File: src/rtl/fetch_queue.sv
// Instruction queue between fetch and decode: an in-order circular buffer of
// {pc, instr} pairs with valid/ready handshakes on both sides and a
// synchronous flush for branch mispredicts and redirects.
module fetch_queue #(
  parameter int unsigned ADDR_WIDTH  = 12,
  parameter int unsigned INSTR_WIDTH = 32,
  parameter int unsigned DEPTH       = 4,
  parameter int unsigned CNT_WIDTH   = $clog2(DEPTH + 1)
) (
  input  logic                   clk,
  input  logic                   rst_n,
  input  logic                   flush,
  input  logic                   in_valid,
  output logic                   in_ready,
  input  logic [ADDR_WIDTH-1:0]  pc_in,
  input  logic [INSTR_WIDTH-1:0] instr_in,
  output logic                   out_valid,
  input  logic                   out_ready,
  output logic [ADDR_WIDTH-1:0]  pc_out,
  output logic [INSTR_WIDTH-1:0] instr_out,
  output logic [CNT_WIDTH-1:0]   count
);

  localparam int unsigned PtrWidth = $clog2(DEPTH);
  localparam logic [CNT_WIDTH-1:0] CountFull = CNT_WIDTH'(DEPTH);

  logic [ADDR_WIDTH-1:0]  pc_mem_q    [DEPTH];
  logic [INSTR_WIDTH-1:0] instr_mem_q [DEPTH];

  logic [PtrWidth-1:0]  wr_ptr_q, wr_ptr_d;
  logic [PtrWidth-1:0]  rd_ptr_q, rd_ptr_d;
  logic [CNT_WIDTH-1:0] count_q, count_d;

  logic push;
  logic pop;

  // Handshake signals come from registered occupancy only, so in_ready never
  // depends combinationally on out_ready.
  always_comb begin
    in_ready  = (count_q != CountFull);
    out_valid = (count_q != '0);
    push      = in_valid & in_ready;
    pop       = out_valid & out_ready;
    pc_out    = pc_mem_q[rd_ptr_q];
    instr_out = instr_mem_q[rd_ptr_q];
    count     = count_q;
  end

  // Next-state for pointers and occupancy; flush overrides any handshake.
  always_comb begin
    wr_ptr_d = wr_ptr_q;
    rd_ptr_d = rd_ptr_q;
    count_d  = count_q;
    if (flush) begin
      wr_ptr_d = '0;
      rd_ptr_d = '0;
      count_d  = '0;
    end else begin
      if (push) begin
        wr_ptr_d = wr_ptr_q + 1'b1;
      end
      if (pop) begin
        rd_ptr_d = rd_ptr_q + 1'b1;
      end
      if (push && !pop) begin
        count_d = count_q + 1'b1;
      end else if (pop && !push) begin
        count_d = count_q - 1'b1;
      end
    end
  end

  // Pointer and occupancy registers.
  always_ff @(posedge clk or negedge rst_n) begin
    if (!rst_n) begin
      wr_ptr_q <= '0;
      rd_ptr_q <= '0;
      count_q  <= '0;
    end else begin
      wr_ptr_q <= wr_ptr_d;
      rd_ptr_q <= rd_ptr_d;
      count_q  <= count_d;
    end
  end

  // Entry storage; cleared on reset so the head reads 0 afterwards, but left
  // untouched by flush (the pointers alone make old entries unreachable).
  always_ff @(posedge clk or negedge rst_n) begin
    if (!rst_n) begin
      for (int i = 0; i < int'(DEPTH); i++) begin
        pc_mem_q[i]    <= '0;
        instr_mem_q[i] <= '0;
      end
    end else if (push && !flush) begin
      pc_mem_q[wr_ptr_q]    <= pc_in;
      instr_mem_q[wr_ptr_q] <= instr_in;
    end
  end

endmodule

File: config.mk
export PLATFORM = sky130hd
export DESIGN_NAME = fetch_queue
export DESIGN_NICKNAME = d
export VERILOG_FILES = /design/src/rtl/fetch_queue.sv
export SDC_FILE = /design/constraint.sdc
export NUM_CORES = 1
export LEC_CHECK = 0
export BUFFER_PORTS_ARGS = -buffer_cell sky130_fd_sc_hd__buf_2
export CAP_MARGIN = 20
export CORE_UTILIZATION = 58
export DETAILED_ROUTE_END_ITERATION = 8
export PLACE_DENSITY = 0.9
export SYNTH_ARGS = -nofsm -noshare
export SYNTH_HDL_FRONTEND = slang
export SYNTH_SLANG_ARGS = --single-unit
File: constraint.sdc
create_clock -name clk -period 2.4 [get_ports clk]
set_input_delay 0.36 -clock clk [delete_from_list [all_inputs] [get_ports clk]]
set_output_delay 0.36 -clock clk [all_outputs]
set_load 0.005 [all_outputs]
==> metrics.json <==
{
  "cts": {
    "cts-root-buf": "clkbuf_16",
    "worstSkewPairLatency_ns": 0.42,
    "cts_max_path_buffers": 2,
    "post_cts_repair_setup_buffers": 0,
    "clk_pin_slew_worst_paths_ns": 0.06,
    "clock_tree_from_tritoncts": "done",
    "cts_buffers": 17,
    "postCtsHoldBufs": 1,
    "tritoncts_num_sinks": 183,
    "htreeDepth": 4,
    "cts_resized": 0
  },
  "cells_and_area": {
    "final_nets": 645,
    "filler_cell_count": 903,
    "num_antenna_cells": 0,
    "top_library_cells_by_usage_in_the_layout_fill_and_taps_aside": "181 x dfrtp_1, 131 x mux2_2, 96 x buf_2, 44 x mux4_2, 30 x mux2_1",
    "layout_commonest_cell": "dfrtp_1",
    "area_growth_syn_to_layout_pct": 15.23,
    "drive_above_1_share": 0.5721
  },
  "synthesis": {
    "synth_net_count": 540,
    "synth.distinct_cells": 38,
    "mappedNetlistArea_um2": 8290,
    "seq_area_frac_synth": 0.5524,
    "ys_seq_elements": 183,
    "netlist_instances": 486,
    "synth.yosys.warnings": 0,
    "synth_area_per_cell_um2": 17.06
  },
  "setup_path": {
    "path_cells": "buf_4, mux4_2, buf_2",
    "critical_path_class": "reg -> out",
    "timing.critical_path.from_type": "flop",
    "arrival_ns": 1.94,
    "r2r_cells": 7,
    "worst_setup_path_end_kind": "primary output",
    "worstPathRequired_ns": 2.04,
    "crit_buf_inv": 2,
    "timing.critical_path.fanout_max": 14,
    "critical_path_depth": 3,
    "cell_at_the_slowest_stage_of_the_critical_path": "mux4_2",
    "cpPeakStageDelay_ns": 0.57,
    "timing.critical_path.max_delay_family": "multiplexers"
  },
  "pwr": {
    "worst_ir_drop_vdd_uv": 804.5,
    "power_per_cell_area_nw_per_um2": 1244,
    "power.leakage_uw": 0.004461
  },
  "worst_hold_path": {
    "hp-class": "in -> reg",
    "timing.hold.worst_path_depth": 2
  },
  "sta": {
    "final_hold_viol_count": 0,
    "worst_slew_pin_slew_ns": 0.7679,
    "totalNegativeSetupSlack_ns": 0,
    "maxSlewHeadroom": 0.4870,
    "fin_ws_ns": 0.09883,
    "setup_viol": 0,
    "finalMaxSlewViolations": 0,
    "grt_setup_unrepaired": "false",
    "post-route-period-util": 0.9588,
    "final.setup_skew_ns": 0.006608,
    "period_minus_ws_final_ns": 2.301,
    "max_clock_freq_ghz": 0.4346
  },
  "placement": {
    "gp_congestion": 0.7844,
    "half_perimeter_wire_length_after_placement_mm": 10.73,
    "io_buffer_count": 97,
    "dp_worst_setup_slack_ns": 0.1825
  },
  "global_routing": {
    "grt_util_all_layers": 0.2451,
    "wire_length_of_the_first_global_routing_pass_mm": 26.67,
    "grt_antenna_before_repair": 1,
    "grt_pass1_vias": 5120,
    "grt_overflow": 0,
    "grt_start_max_net_pins": 58
  },
  "routing": {
    "dr.pass1.iters": 4,
    "post_drt_via_cell_ratio": 5.913,
    "wl_met1_mm": 6.677,
    "detail-route-antenna-nets": 0,
    "dr_wl_met3_um": 716,
    "detailroute.wirelength.met2_mm": 8.738,
    "wl_per_cell_um": 20.91,
    "dr.max_layer_used": "met5",
    "drt_wl_total_mm": 16.38,
    "drc": 0,
    "dr_total_vias": 4630,
    "initial_drc_count": 261
  },
  "status": {
    "status": "finished clean"
  },
  "job": {
    "cap_viol_max_count": 0
  },
  "floorplan": {
    "full_die_area_um2": 14780,
    "number_of_placement_rows": 43,
    "core_area_um2": 13930,
    "fp.dieH_um": 121.6,
    "io_pins": 98,
    "initial_core_util": 0.5950,
    "die_w_um": 121.6
  }
}
[Yosys cell counts]
cell	count	area, um2
dfrtp_1	183	4579
mux2_2	131	1475
mux4_2	44	991.0
mux2_1	30	337.8
buf_6	16	180.2
mux2_4	16	240.2
buf_2	8	40.04
inv_1	7	26.28
nor2_1	7	26.28
ha_1	4	50.05
nand3_4	4	70.07
clkbuf_1	3	11.26
o21ai_0	3	15.01
a21oi_1	2	10.01
buf_1	2	7.510
nand3_1	2	10.01
o31ai_1	2	15.01
xor2_1	2	17.52
a211o_1	1	8.760
a211oi_1	1	7.510
a21o_1	1	7.510
a311oi_1	1	8.760
a31o_2	1	8.760
and3_1	1	6.260
and3b_1	1	8.760
buf_4	1	7.510
buf_8	1	15.01
clkbuf_4	1	7.510
fa_1	1	20.02
inv_4	1	6.260
mux2i_1	1	10.01
nor2b_1	1	6.260
nor3b_4	1	18.77
o211a_1	1	10.01
o211ai_1	1	7.510
o21a_1	1	7.510
o311ai_0	1	8.760
or3_1	1	6.260
[per-layer routing]
| metal | global-route usage | up-vias |
|---|---|---|
| li1 | - | 2022 |
| met1 | 0.2947 | 2481 |
| met2 | 0.4308 | 106 |
| met3 | 0.05852 | 19 |
| met4 | 0.08642 | 2 |
| met5 | 0 | - |
[stage by stage]
step	area [um2]	cells	hold WS [ns]	power [uW]	util
floorplan	8290	486	0.06441	7639	-
global placement	8944	751	0.3353	8787	0.6418
detailed placement	8944	751	0.3513	9130	0.6418
CTS	9553	783	0.1697	12000	0.6856
global route	9553	783	0.1871	12580	0.6856
finish	9553	783	0.1850	11890	0.6856
[area by class of cell]
cell class / instances / area, um2 / share of cell area
clock buffers: 23 / 478.0 / 0.05003
repair buffers: 118 / 701.9 / 0.07348
flip-flops and latches: 183 / 4584 / 0.4799
clock inverters: 8 / 121.4 / 0.01270
well taps: 180 / 225.2 / 0.02358
inverters: 8 / 32.53 / 0.003405
multi-input cells: 263 / 3410 / 0.3569
[kinds of logic (layout without fill, tap and decap cells)]
family	count (synthesis)	in the layout	share of synthesized area
flops	183	183	0.5524
mux	222	222	0.3684
xor+xnor	2	2	0.002113
fa+ha+maj	5	5	0.008452
simple gates	18	18	0.01842
compound gates	16	16	0.01389
buf+inv	40	157	0.03637
[report_power, final]
group	internal, uW	leakage [uW]	switching [uW]	total [uW]
clock	1710	0.000293	1120	2830
combinational	2500	0.00186	1490	3990
sequential	4370	0.00230	700	5070
[registers in the layout, summed over array words and instances (netlist names)]
| name | flops |
|---|---|
| wr_ptr_q | 2 |
| instr_mem_q | 128 |
| rd_ptr_q | 2 |
| pc_mem_q | 48 |
| count | 3 |
[final timing paths]
| path | from | to | slack (ns) |
|---|---|---|---|
| max | rd_ptr_q[0]$_DFFE_PN0P_ | instr_out[12] | 0.1 |
| min | instr_in[7] | instr_mem_q[7]$_DFFE_PN0P_ | 0.18 |
| max reg2reg | count[2]$_DFFE_PN0P_ | count[2]$_DFFE_PN0P_ | 0.11 |
| min reg2reg | pc_mem_q[14]$_DFFE_PN0P_ | pc_mem_q[14]$_DFFE_PN0P_ | 0.49 |
| max in group asynchronous | rst_n | instr_mem_q[124]$_DFFE_PN0P_ | 1.21 |
| min in group asynchronous | rst_n | instr_mem_q[125]$_DFFE_PN0P_ | 0.45 |
No activity file was read; power rests on OpenSTA's default activity.
